**config.mk**
```make
export PLATFORM = sky130hd
export DESIGN_NAME = sram_port_arbiter
export DESIGN_NICKNAME = d
export VERILOG_FILES = /design/src/rtl/sram_arb_pkg.sv /design/src/rtl/sram_arb_fsm.sv /design/src/rtl/sram_port_arbiter.sv
export SDC_FILE = /design/constraint.sdc
export NUM_CORES = 1
export LEC_CHECK = 0
export CORE_UTILIZATION = 39
export DETAILED_ROUTE_END_ITERATION = 10
export GPL_TIMING_DRIVEN = 0
export PLACE_DENSITY = 0.81
export SETUP_SLACK_MARGIN = 0.4
export SYNTH_ARGS = -nofsm -noshare
export SYNTH_HDL_FRONTEND = slang
export SYNTH_SLANG_ARGS = --single-unit
export TNS_END_PERCENT = 10
```
**constraint.sdc**
```tcl
create_clock -name clk -period 3.4 [get_ports clk]
set_clock_uncertainty 0.2 [all_clocks]
set_input_delay 0.68 -clock clk [delete_from_list [all_inputs] [get_ports clk]]
set_output_delay 0.68 -clock clk [all_outputs]
set_load 0.02 [all_outputs]
```
**src/rtl/sram_arb_pkg.sv**
```systemverilog
// Shared encodings and defaults for the SRAM port-A arbiter.
package sram_arb_pkg;

  localparam int SRAM_ARB_MAX_BURST = 8;

  typedef enum logic [1:0] {
    ARB_IDLE = 2'd0,
    ARB_OWN0 = 2'd1,
    ARB_OWN1 = 2'd2
  } arb_state_t;

endpackage

```
**src/rtl/sram_arb_fsm.sv**
```systemverilog
// Owner/burst-count state machine and combinational grant logic for port A.
// SRAM_ARB_ROUND_ROBIN_EN: IDLE ties go to the requester not granted most recently.
module sram_arb_fsm
  import sram_arb_pkg::*;
#(
  parameter int MAX_BURST = SRAM_ARB_MAX_BURST
) (
  input  logic clk,
  input  logic rst,
  input  logic m0_req,
  input  logic m1_req,
  output logic m0_gnt,
  output logic m1_gnt
);

  localparam int CNT_W = $clog2(MAX_BURST + 1);
  localparam logic [CNT_W-1:0] MAX_CNT = CNT_W'(MAX_BURST);
  localparam logic [CNT_W-1:0] ONE_CNT = CNT_W'(1);

  arb_state_t       state, state_n;
  logic [CNT_W-1:0] cnt, cnt_n;
  logic             tie_pick1;

`ifdef SRAM_ARB_ROUND_ROBIN_EN
  logic last_win1;

  always_ff @(posedge clk or posedge rst) begin
    if (rst)
      last_win1 <= 1'b1;
    else if (m0_gnt)
      last_win1 <= 1'b0;
    else if (m1_gnt)
      last_win1 <= 1'b1;
  end

  assign tie_pick1 = ~last_win1;
`else
  assign tie_pick1 = 1'b0;
`endif

  always_ff @(posedge clk or posedge rst) begin
    if (rst) begin
      state <= ARB_IDLE;
      cnt   <= '0;
    end else begin
      state <= state_n;
      cnt   <= cnt_n;
    end
  end

  always_comb begin
    state_n = state;
    cnt_n   = cnt;
    m0_gnt  = 1'b0;
    m1_gnt  = 1'b0;
    case (state)
      ARB_OWN0: begin
        if (m0_req && (!m1_req || cnt < MAX_CNT)) begin
          m0_gnt = 1'b1;
          if (cnt < MAX_CNT) cnt_n = cnt + ONE_CNT;
        end else if (m1_req) begin
          m1_gnt  = 1'b1;
          state_n = ARB_OWN1;
          cnt_n   = ONE_CNT;
        end else begin
          state_n = ARB_IDLE;
          cnt_n   = '0;
        end
      end
      ARB_OWN1: begin
        if (m1_req && (!m0_req || cnt < MAX_CNT)) begin
          m1_gnt = 1'b1;
          if (cnt < MAX_CNT) cnt_n = cnt + ONE_CNT;
        end else if (m0_req) begin
          m0_gnt  = 1'b1;
          state_n = ARB_OWN0;
          cnt_n   = ONE_CNT;
        end else begin
          state_n = ARB_IDLE;
          cnt_n   = '0;
        end
      end
      default: begin
        if (m0_req && (!m1_req || !tie_pick1)) begin
          m0_gnt  = 1'b1;
          state_n = ARB_OWN0;
          cnt_n   = ONE_CNT;
        end else if (m1_req) begin
          m1_gnt  = 1'b1;
          state_n = ARB_OWN1;
          cnt_n   = ONE_CNT;
        end else begin
          state_n = ARB_IDLE;
          cnt_n   = '0;
        end
      end
    endcase
    // Grants are combinational, so hold them off while reset is asserted.
    if (rst) begin
      m0_gnt = 1'b0;
      m1_gnt = 1'b0;
    end
  end

endmodule

```
**src/rtl/sram_port_arbiter.sv**
```systemverilog
// Shares SRAM port A between CPU data (m0) and host loader (m1); muxes the port, pipelines rvalid.
// Optional macro SRAM_ARB_ROUND_ROBIN_EN selects round-robin IDLE tie-breaking.
module sram_port_arbiter
  import sram_arb_pkg::*;
#(
  parameter int WIDTH      = 16,
  parameter int DEPTH      = 8192,
  parameter int ADDR_WIDTH = $clog2(DEPTH),
  parameter int MAX_BURST  = SRAM_ARB_MAX_BURST
) (
  input  logic                  clk,
  input  logic                  rst,
  input  logic                  m0_req,
  input  logic                  m0_we,
  input  logic [ADDR_WIDTH-1:0] m0_addr,
  input  logic [WIDTH-1:0]      m0_wdata,
  output logic                  m0_gnt,
  output logic                  m0_rvalid,
  output logic [WIDTH-1:0]      m0_rdata,
  input  logic                  m1_req,
  input  logic                  m1_we,
  input  logic [ADDR_WIDTH-1:0] m1_addr,
  input  logic [WIDTH-1:0]      m1_wdata,
  output logic                  m1_gnt,
  output logic                  m1_rvalid,
  output logic [WIDTH-1:0]      m1_rdata,
  output logic [ADDR_WIDTH-1:0] sram_addr_a,
  output logic [WIDTH-1:0]      sram_wdata_a,
  output logic                  sram_write_en_a,
  input  logic [WIDTH-1:0]      sram_rdata_a
);

  logic                  gnt0, gnt1;
  logic [ADDR_WIDTH-1:0] addr_hold;
  logic [WIDTH-1:0]      wdata_hold;
  logic                  rd0_vld_p1, rd1_vld_p1;

  sram_arb_fsm #(
    .MAX_BURST(MAX_BURST)
  ) u_fsm (
    .clk    (clk),
    .rst    (rst),
    .m0_req (m0_req),
    .m1_req (m1_req),
    .m0_gnt (gnt0),
    .m1_gnt (gnt1)
  );

  assign m0_gnt = gnt0;
  assign m1_gnt = gnt1;

  always_comb begin
    sram_addr_a     = addr_hold;
    sram_wdata_a    = wdata_hold;
    sram_write_en_a = 1'b0;
    if (gnt0) begin
      sram_addr_a     = m0_addr;
      sram_wdata_a    = m0_wdata;
      sram_write_en_a = m0_we;
    end else if (gnt1) begin
      sram_addr_a     = m1_addr;
      sram_wdata_a    = m1_wdata;
      sram_write_en_a = m1_we;
    end
  end

  // Stage p1: SRAM registers the address, so read data appears one cycle after the grant.
  always_ff @(posedge clk or posedge rst) begin
    if (rst) begin
      addr_hold  <= '0;
      wdata_hold <= '0;
      rd0_vld_p1 <= 1'b0;
      rd1_vld_p1 <= 1'b0;
    end else begin
      if (gnt0 || gnt1) begin
        addr_hold  <= sram_addr_a;
        wdata_hold <= sram_wdata_a;
      end
      rd0_vld_p1 <= gnt0 & ~m0_we;
      rd1_vld_p1 <= gnt1 & ~m1_we;
    end
  end

  assign m0_rvalid = rd0_vld_p1;
  assign m1_rvalid = rd1_vld_p1;
  assign m0_rdata  = sram_rdata_a;
  assign m1_rdata  = sram_rdata_a;

endmodule

```
After elaboration in Yosys (flattened, before gate mapping)
Cells that the tools add are included.

Register bits: 37. Bits of input ports: 80. Output and inout port bits: 66. Logic and storage cells: 54.

Multiplexer cells: 30. $add $sub $neg: 1. Bitwise logic cells: 4. Reductions and logical operators: 8. Magnitude comparators: 1. Eq/ne operators: 4.

Operator list (number): 16-bit 2-to-1 mux (2); 13-bit 2-to-1 mux (2); 1-bit 2-to-1 mux (15); 4-bit 2-to-1 mux (3); 2-bit 2-to-1 mux (4); 4-bit one-hot mux with 2 select lines (1); 4-bit by 1-bit adder with 4-bit output (second input constant) (1); 4-bit less-than comparator (second input constant) (1); 2-bit inequality test (second input constant) (2); 1-bit one-hot mux with 2 select lines (2); 2-bit one-hot mux with 2 select lines (1); 1-bit logical OR (3); 1-bit bitwise AND (2); 2-bit by 1-bit == test with 1-bit output (second input constant) (1); 2-bit == test (second input constant) (1); 1-bit logical AND (2); 1-bit logical NOT (2); 1-bit NOT (2); 2-bit AND reduction (1).

Logic depth before layout (Yosys ltp)
Gate-level depths: netlist of run 1.

Depth after elaboration: 8. Depth in mapped cells: 9. Mapped depth without buffers: 6.

Hierarchy
A second synthesis of run 1 with hierarchy kept.

Cells, all modules: 246. Area, all modules: 2328.5 um2.

By module, submodules not included: sram_port_arbiter (area an instance 1850.5 um2, instances 1, cells each 199, sequential area each 775.7 um2); sram_arb_fsm (area an instance 478.0 um2, instances 1, cells each 47, sequential area each 150.1 um2).

Worst setup path after synthesis of run 1
OpenSTA, ideal clock, no wires.

Path type: input port to output port. Start point: in rst. End point: out sram_addr_a[0]. Stages on the path: 5. Data required time: 2.520 ns. Data arrival time: 2.218 ns. Path slack: 0.302 ns. Buffers on the path: 2. Cell sequence: inv_1 > nand2b_1 > buf_2 > buf_4 > o221a_2.

Cells in the longest elaborated chain, start to end: 3. Elaborated cells on any way between the ends: 4. Classes of those cells: mux: 4.

RTL lines: from (decl) (RTL line sram_port_arbiter.sv:12) `input logic rst,`; 1-bit 2-to-1 mux (RTL line sram_arb_fsm.sv:99) `if (rst) begin`; 13-bit 2-to-1 mux (RTL line sram_port_arbiter.sv:60) `end else if (gnt1) begin`; 13-bit 2-to-1 mux * (RTL line sram_port_arbiter.sv:56) `if (gnt0) begin`; to (decl) (RTL line sram_port_arbiter.sv:27) `output logic [ADDR_WIDTH-1:0] sram_addr_a,`.

Mark *: on every way between the ends. The rest lies on a longest branch, timed or not.

Worst setup path after layout of run 1
Start point: reg u_fsm.state[0]. End point: out sram_addr_a[11].

Cells in the longest elaborated chain, start to end: 5. Elaborated cells on any way between the ends: 8. Classes of those cells: eq/ne: 2; mux: 6.

RTL lines: from (decl) (RTL line sram_arb_fsm.sv:20) `arb_state_t state, state_n;`; from (signal assigned) (RTL line sram_arb_fsm.sv:46) `state <= state_n;`; 2-bit == test or 2-bit by 1-bit == test with 1-bit output (tied branches) (RTL line sram_arb_fsm.sv:56) `case (state)`; 1-bit one-hot mux with 2 select lines (RTL line sram_arb_fsm.sv:56); 1-bit 2-to-1 mux (RTL line sram_arb_fsm.sv:99); 13-bit 2-to-1 mux (RTL line sram_port_arbiter.sv:60); 13-bit 2-to-1 mux * (RTL line sram_port_arbiter.sv:56).

Marked as above.

==> impl_metrics.ini, run 1 <==
[timing]
layout_setup_ws_ns = 0.0292
worst_slew_pin_slew_ns = 0.941
fmaxAchievable_mhz = 297
hold-worst-slack_ns = 0.357
hold_viol_final = 0
final_max_slew_viol_count = 0
rsz0062_at_grt = yes
finalCritPeriodShare = 0.991
max_slew_margin = 0.369
setup_viol = 0
tns_ns = 0
min_period_ns = 3.37

[clock_network]
clock_sinks = 37
h-tree-depth = 2
cts-root-buf = clkbuf_8
clock_latency_ns = 0.28
cts_tree = done
clkTransAtPathRegs_ns = 0.07
cts_buffers = 5
clockBufferDepth = 2

[synth]
syn_nets = 316
syn_inst = 233
muxShareOfSynthArea = 0.0135
synthDistinctLibCells = 37
synthSimpleGateAreaFrac = 0.141
synth_top_family_by_area = compound AO/OA/AOI/OAI gates
synthAdderAreaFrac = 0.0144
synth_compound_area_frac = 0.306
synth.largest_area_cell = dfrtp_1
syn-cell-area_mm2 = 0.00260
netlist.area_leader.share = 0.356
synth_area_leaders = dfrtp_1 36%, o221a_2 25%, buf_4 11%, nand2b_1 5.3%, nand2b_4 5.3%
ys_ff_latch = 37
ys_warn_count = 0
yosys.area_share.xor_xnor = 0.00673
ys_seq_area_frac = 0.356
syn_area_per_cell_um2 = 11.2

[detailed_routing]
drt_pass1_iterations = 4
remaining_drc_errors = 0
wl_per_cell_um = 16.6
ant_nets = 0
routed_via_density = 5.49
drt_iter0_drc = 129
wl_mm = 7.71
vias = 2549

[place]
pre_cts_slack_ns = -1.11
place_congestion = 0.747
dp_cells = 438
port_buffers = 128
post-dp-hpwl_mm = 5.22

[finish]
num_antenna_cells = 0
nFillCells = 489
final_common_cell = clkdlybuf4s50_1
layout-area-overhead-vs-synth_pct = 68.7
multiInputGateArea_mm2 = 0.00133
drive_gt1_frac = 0.488
regArea_um2 = 926
finalNonFillerCells = 464
layout.nets = 469
layout_common_cells = 94 x clkdlybuf4s50_1, 58 x buf_4, 53 x o221a_2, 37 x dfrtp_1, 22 x buf_6

[global_routing]
grt_pass1_vias = 2663
overflow = 0
antenna_found_initial = 0
grt_usage = 0.226
grt_pass1_wl_mm = 12.7
grt_max_degree = 20

[worst_setup_path]
crit_start = u_fsm.state[0]
rrSetupSlack_ns = 1.02
r2r_end = wdata_hold[2]
start_kind = flip-flop
worst-path-max-fanout = 5
worst_r2r_path_depth = 11
cp-endpoint = sram_addr_a[11]
crit_path_end_kind = output pin
crit_type = flip-flop to output pin
timing.rr.start = u_fsm.state[0]
worstPathRequired_ns = 2.52
cp.arrival_ns = 2.49

[floorplan]
core_area_mm2 = 0.00639
io_pins = 146
die_h_um = 83.7
start_util = 0.408
fp.dieW_um = 83.7
rows = 29
dieArea_mm2 = 0.00700

[min_path]
hp-class = flip-flop to flip-flop

[power_and_ir_drop]
p_leak_nw = 1.85
ir_drop_mv = 0.463
powerDensity_mw_per_mm2 = 800

[run_status]
outcome = finished clean

[run]
max-cap-violations = 0
-- worst max-delay path, cell delays in order, from the launching register on --
cell	delay, ns
dfrtp_1	0.39
inv_2	0.05
ha_2	0.18
buf_6	0.11
mux2_4	0.28
buf_6	0.13
a2111oi_4	0.34
buf_6	0.18
buf_6	0.10
buf_12	0.13
nand2b_4	0.06
o221a_2	0.12
buf_6	0.13
-- cell families after synthesis --
group | Yosys count
AOI/OAI and AO/OA | 74
xor gates and xnor gates | 2
adders and majority gates | 3
buffers and inverters | 64
DFF | 37
muxes | 3
and+or+nand+nor | 50
-- sequential cells by signal (all words and copies together), names as in the netlist --
register,count
m1_rvalid,1
u_fsm.cnt,4
addr_hold,13
u_fsm.state,2
wdata_hold,16
m0_rvalid,1
-- power breakdown --
part / leakage [nW] / switching, mW / total, mW / internal, mW
combinational: 1.38 / 1.12 / 2.46 / 1.34
sequential: 0.422 / 0.120 / 0.752 / 0.633
clock: 0.0450 / 0.157 / 0.300 / 0.142
-- metrics by stage --
step | instance area, um^2 | util | total power, mW
4_1_cts | 4380 | 0.685 | 3.49
5_1_grt | 4390 | 0.688 | 3.71
2_1_floorplan | 2610 | - | 2.11
3_3_place_gp | 3980 | 0.624 | 2.84
6_report | 4390 | 0.688 | 3.51
3_5_place_dp | 3980 | 0.624 | 2.88
-- repair_timing --
action                                  in CTS  in global routing
buffers inserted                            14                  0
pin swaps                                    3                  1
resized for setup                          205                 10
hold buffers                                 0                  0
gates cloned                                 4                  0
endpoints found under the setup margin      32                 32
-- cell type report --
cell class / instances / area share
clock inverter: 2 / 0.00228
buffer: 54 / 0.106
timing repair buffer: 144 / 0.328
inverter: 10 / 0.00940
sequential: 37 / 0.211
timing repair inverter: 2 / 0.00228
multi-input combinational: 132 / 0.302
clock buffer: 6 / 0.0165
tap: 77 / 0.0219
-- synthesized netlist by cell type --
cell       count
o311ai_2       1
o41ai_1        1
a31oi_1        1
o221ai_1       1
nand2_1        3
a21oi_1        4
nor2b_1        1
buf_1          1
o211ai_1       1
mux2i_1        2
o22ai_1        1
inv_1         10
a211oi_2       1
buf_2          7
clkbuf_1       5
buf_12         1
nand3_1        1
o21ai_0        2
xor2_1         1
nand2b_1      22
nand2b_4      10
a311o_1        1
or3_1          1
a2111oi_4      1
a32o_1         1
nor2_1         5
nor3_1         4
and2_1         1
buf_6          2
dfrtp_1       37
buf_4         38
mux2_4         1
nand3b_1       1
o221a_2       58
ha_1           3
xnor2_1        1
nor3_2         1
-- how the worst min path moves through the flow --
| stage | start | to | slack (ns) | depth (start not counted) |
|---|---|---|---|---|
| 3_3_place_gp | wdata_hold[9] | wdata_hold[9] | 0.33 | 1 |
| 6_report | wdata_hold[11] | wdata_hold[11] | 0.36 | 1 |
| 4_1_cts | wdata_hold[13] | wdata_hold[13] | 0.36 | 1 |
| 5_1_grt | wdata_hold[7] | wdata_hold[7] | 0.37 | 1 |
| 2_1_floorplan | addr_hold[0] | addr_hold[0] | 0.32 | 1 |
| 3_5_place_dp | wdata_hold[13] | wdata_hold[13] | 0.34 | 1 |
-- metal layers --
metal	global-route usage	wire length [um]	up-vias
met1	0.270	3140	1219
met3	0.0554	574	19
met5	0	0	-
met2	0.397	3890	130
li1	-	-	1181
met4	0.0740	108	0
No activity file was read; power rests on OpenSTA's default activity.
==> run 2, diff against run 1 <==
Settings changed: CORE_MARGIN from default to 3, SETUP_SLACK_MARGIN 0.4 to default, SLEW_MARGIN from default to 40.
==> run 2 against run 1 <==
Setup slack better by 0.073 ns. Wire length hardly changed. Via count is 4.7% lower. Clock power is 23% higher. Register-to-register slack better by 0.10 ns. Utilization is 3.5 points lower. Sequential share of layout area is 1.0 points higher. Critical path depth is 4 lower. Critical path type unchanged.
==> impl_metrics.ini, run 2 (same netlist as run 1, synthesis figures left out) <==
[run_status]
outcome = finished clean

[timing]
finalCritPeriodShare = 0.970
rsz0062_at_grt = no
tns_ns = 0
min_period_ns = 3.30
hold-worst-slack_ns = 0.356
max_slew_margin = 0.647
final_max_slew_viol_count = 0
setup_viol = 0
hold_viol_final = 0
worst_slew_pin_slew_ns = 0.529
layout_setup_ws_ns = 0.103
fmaxAchievable_mhz = 303

[min_path]
hp-class = flip-flop to flip-flop

[worst_setup_path]
crit_path_end_kind = output pin
cp.arrival_ns = 2.42
worst-path-max-fanout = 10
worstPathRequired_ns = 2.52
start_kind = flip-flop
crit_type = flip-flop to output pin

[power_and_ir_drop]
p_leak_nw = 1.76
swShare = 0.402
powerDensity_mw_per_mm2 = 788
clkPwrFrac = 0.112
switching_power_mw = 1.33
p_comb_frac = 0.664
p_int_mw = 1.98
ir_drop_mv = 0.307
pwr-share-seq = 0.224

[clock_network]
cts_buffers = 5
h-tree-depth = 2
clockBufferDepth = 2
clock_latency_ns = 0.28
cts-root-buf = clkbuf_8
clock_sinks = 37
clkTransAtPathRegs_ns = 0.07
cts_tree = done

[finish]
nFillCells = 526
regMostFlops = wdata_hold
num_antenna_cells = 0
reg_top3 = wdata_hold x16, addr_hold x13, u_fsm.cnt x4
drive_gt1_frac = 0.460
largest_register_ffs = 16
final_cell_area_mm2 = 0.00419
final_common_cell = clkdlybuf4s50_1
layout_common_cells = 95 x clkdlybuf4s50_1, 61 x buf_4, 58 x o221a_2, 37 x dfrtp_1, 21 x nand2b_1
multiInputGateArea_mm2 = 0.00128
layout-area-overhead-vs-synth_pct = 60.9
layout.nets = 457
regArea_um2 = 926

[global_routing]
grt_max_degree = 26
grt_pass1_wl_mm = 11.7
overflow = 0
grt_pass1_vias = 2441
antenna_found_initial = 0
grt_usage = 0.194

[floorplan]
io_pins = 146
dieArea_mm2 = 0.00769
die_h_um = 87.7
fp.dieW_um = 87.7
core_area_mm2 = 0.00642
start_util = 0.405
rows = 29

[detailed_routing]
wl_mm = 7.70
remaining_drc_errors = 0
wl_per_cell_um = 17.1
drt_pass1_iterations = 4
drt_iter0_drc = 80
vias = 2429
ant_nets = 0
routed_via_density = 5.39

[run]
max-cap-violations = 0

[place]
placed_area_mm2 = 0.00400
place_congestion = 0.765
port_buffers = 128
post-dp-hpwl_mm = 5.73
pre_cts_slack_ns = -0.796
-- run 2: final cells by class --
| type | count | area share |
|---|---|---|
| Multi-Input combinational cell | 132 | 0.305 |
| Buffer | 52 | 0.105 |
| Sequential cell | 37 | 0.221 |
| Clock buffer | 5 | 0.0164 |
| Tap cell | 77 | 0.0230 |
| Inverter | 10 | 0.00956 |
| Clock inverter | 2 | 0.00837 |
| Timing Repair Buffer | 136 | 0.311 |
-- run 2: worst paths after layout --
kind,startpoint,endpoint,slack [ns],cells after the start
worst max-delay path,u_fsm.state[0],m1_gnt,0.10,8
worst min-delay path,addr_hold[1],addr_hold[1],0.36,1
worst max register to register,u_fsm.state[1],addr_hold[4],1.12,8
worst min register to register,addr_hold[1],addr_hold[1],0.36,1
max in group asynchronous,rst,addr_hold[0],2.35,3
min in group asynchronous,rst,addr_hold[9],0.43,3
-- run 2: timing repair --
| action | CTS | global route |
|---|---|---|
| setup buffers | 1 | 4 |
| hold buffers | 0 | 0 |
| gates cloned | 0 | 2 |
| resized for setup | 100 | 73 |
| endpoints found under the setup margin | 32 | 31 |
| pin swaps | 2 | 1 |
-- run 2: critical path: stages, from the launching register on --
cell and delay (ns):
dfrtp_1 0.35, inv_1 0.06, ha_2 0.33, buf_2 0.24, nor2_1 0.07, a21oi_1 0.13
o221ai_1 0.20, nor2_1 0.13, clkdlybuf4s50_1 0.62
-- run 2: metrics by stage --
stage	cells	power, mW	util
floorplan	233	2.11	-
global placement	438	2.85	0.620
detailed placement	439	2.90	0.623
CTS	447	3.24	0.648
global route	451	3.50	0.652
finish	451	3.30	0.652
-- run 2: power by group through the flow --
stage / clock (mW) / combinational [mW] / sequential (mW)
floorplan: 0 / 1.39 / 0.719
global placement: 0 / 2.12 / 0.730
detailed placement: 0 / 2.16 / 0.742
CTS: 0.380 / 2.12 / 0.738
global route: 0.395 / 2.35 / 0.762
finish: 0.370 / 2.19 / 0.741
-- run 2: metal layers --
metal / GRT usage / vias to the layer above / wire [um]
li1: - / 1149 / -
met1: 0.239 / 1151 / 3210
met2: 0.333 / 118 / 3710
met3: 0.0583 / 11 / 647
met4: 0.0488 / 0 / 129
met5: 0 / - / 0
==> run 3, diff against run 2 <==
Settings changed: CORE_MARGIN 3 to 5.
==> run 3 against run 2 <==
Critical path depth grew 1. Cell area shrank 2.3%. Register-to-register slack lost 0.06 ns. Combinational power is essentially flat. Flip-flop and latch count is the same. Cell count shrank 0.67%.
==> impl_metrics.ini, run 3 (same netlist as run 1, synthesis figures left out) <==
[worst_setup_path]
r2r_end = wdata_hold[8]
worst_r2r_path_depth = 8
rrSetupSlack_ns = 1.06
timing.rr.start = u_fsm.state[0]
start_kind = flip-flop
cp.arrival_ns = 2.47
worst-path-max-fanout = 10
crit_type = flip-flop to output pin
crit_path_end_kind = output pin
worstPathRequired_ns = 2.52

[detailed_routing]
wl_mm = 7.87
drt_pass1_iterations = 4
wl_per_cell_um = 17.6
wl_met2_mm = 3.82
remaining_drc_errors = 0
wl_met1_mm = 3.32
ant_nets = 0
routed_via_density = 5.36
drt_iter0_drc = 116
wl_met3_um = 653
highest-signal-layer = met4
vias = 2400

[timing]
min_period_ns = 3.35
tns_ns = 0
setup_viol = 0
fmaxAchievable_mhz = 299
final_max_slew_viol_count = 0
rsz0062_at_grt = yes
max_slew_margin = 0.635
worst_slew_pin_slew_ns = 0.547
hold_viol_final = 0
finalCritPeriodShare = 0.985
layout_setup_ws_ns = 0.0501

[floorplan]
io_pins = 146
core_area_mm2 = 0.00642
die_h_um = 91.7
rows = 29
dieArea_mm2 = 0.00841
start_util = 0.405
fp.dieW_um = 91.7

[place]
placed_area_mm2 = 0.00398
place_congestion = 0.783
pre_cts_slack_ns = -0.803
port_buffers = 128
post-dp-hpwl_mm = 5.94

[clock_network]
h-tree-depth = 2
clock_sinks = 37
cts_tree = done
clkTransAtPathRegs_ns = 0.07
clock_latency_ns = 0.28
cts-root-buf = clkbuf_8
cts_buffers = 5
clockBufferDepth = 2

[min_path]
whs_endpoint = addr_hold[5]
hp-class = flip-flop to flip-flop
holdPathStages = 1
hp-start = addr_hold[5]

[power_and_ir_drop]
pwr-share-seq = 0.234
p_int_mw = 1.87
swShare = 0.413
p_leak_nw = 1.72
ir_drop_mv = 0.383
switching_power_mw = 1.32
p_comb_frac = 0.675
powerDensity_mw_per_mm2 = 781
clkPwrFrac = 0.092
p_total_mw = 3.20

[finish]
nFillCells = 551
num_antenna_cells = 0
drive_gt1_frac = 0.450
final_cell_area_mm2 = 0.00409
final_common_cell = clkdlybuf4s50_1
layout_common_cells = 94 x clkdlybuf4s50_1, 63 x buf_4, 58 x o221a_2, 37 x dfrtp_1, 21 x nand2b_1
reg_top3 = wdata_hold x16, addr_hold x13, u_fsm.cnt x4
fin_util = 0.637
layout-area-overhead-vs-synth_pct = 57.2
layout.nets = 453
largest_register_ffs = 16
regMostFlops = wdata_hold

[global_routing]
overflow = 0
grt_usage = 0.182
antenna_found_initial = 0
grt_max_degree = 40
grt_pass1_wl_mm = 12.6
grt_pass1_vias = 2472

[run]
max-cap-violations = 0

[run_status]
outcome = finished clean
## run 3: per-layer routing
metal  up-vias  global-route usage
li1       1139                   -
met1      1142               0.238
met2       112               0.301
met3         7              0.0524
met4         0              0.0384
met5         -                   0
## run 3: area by class of cell
type                    instances  area [um^2]  area share
multi-input cells             132         1280       0.313
repair buffers                131         1230       0.301
flip-flops and latches         37          926       0.226
plain buffers                  53          430       0.105
well taps                      77         96.3      0.0236
clock buffers                   6         72.6      0.0177
inverters                      10         42.5      0.0104
clock inverters                 2         10.0     0.00245
## run 3: worst max-delay path, stage by stage, from the launching register on
cell,delay [ns]
dfrtp_1,0.40
ha_1,0.20
buf_2,0.17
mux2_4,0.31
o311ai_4,0.29
nand2b_4,0.18
buf_6,0.13
buf_6,0.14
o221a_2,0.19
clkbuf_4,0.17
## run 3: worst max path at each step
stage | startpoint | endpoint | slack, ns | cells after the start
after CTS | u_fsm.state[0] | sram_addr_a[12] | -0.16 | 10
after floorplan | rst | sram_addr_a[0] | 0.30 | 5
after detailed placement | m0_req | sram_wdata_a[2] | -0.80 | 7
after global routing | u_fsm.state[1] | sram_addr_a[6] | -0.03 | 10
after global placement | rst | sram_wdata_a[7] | -1.19 | 7
final | u_fsm.state[0] | sram_addr_a[6] | 0.05 | 9
## run 3: power groups by stage
stage	registers [mW]	clock network, mW	logic [mW]
final	0.746	0.293	2.16
after global routing	0.766	0.319	2.32
after CTS	0.742	0.304	2.09
after detailed placement	0.744	0	2.17
after global placement	0.731	0	2.13
after floorplan	0.719	0	1.39
## run 3: what timing repair did
| action | CTS | global route |
|---|---|---|
| pin swaps | 3 | 0 |
| hold buffers | 0 | 0 |
| setup endpoints to repair | 32 | 32 |
| gates resized for setup | 127 | 47 |
| setup buffers | 2 | 1 |
## run 3: through the flow
step                      std cells  hold WS [ns]
after floorplan                 233         0.321
after global placement          438         0.333
after detailed placement        438         0.338
after CTS                       448         0.358
after global routing            448         0.377
final                           448         0.356
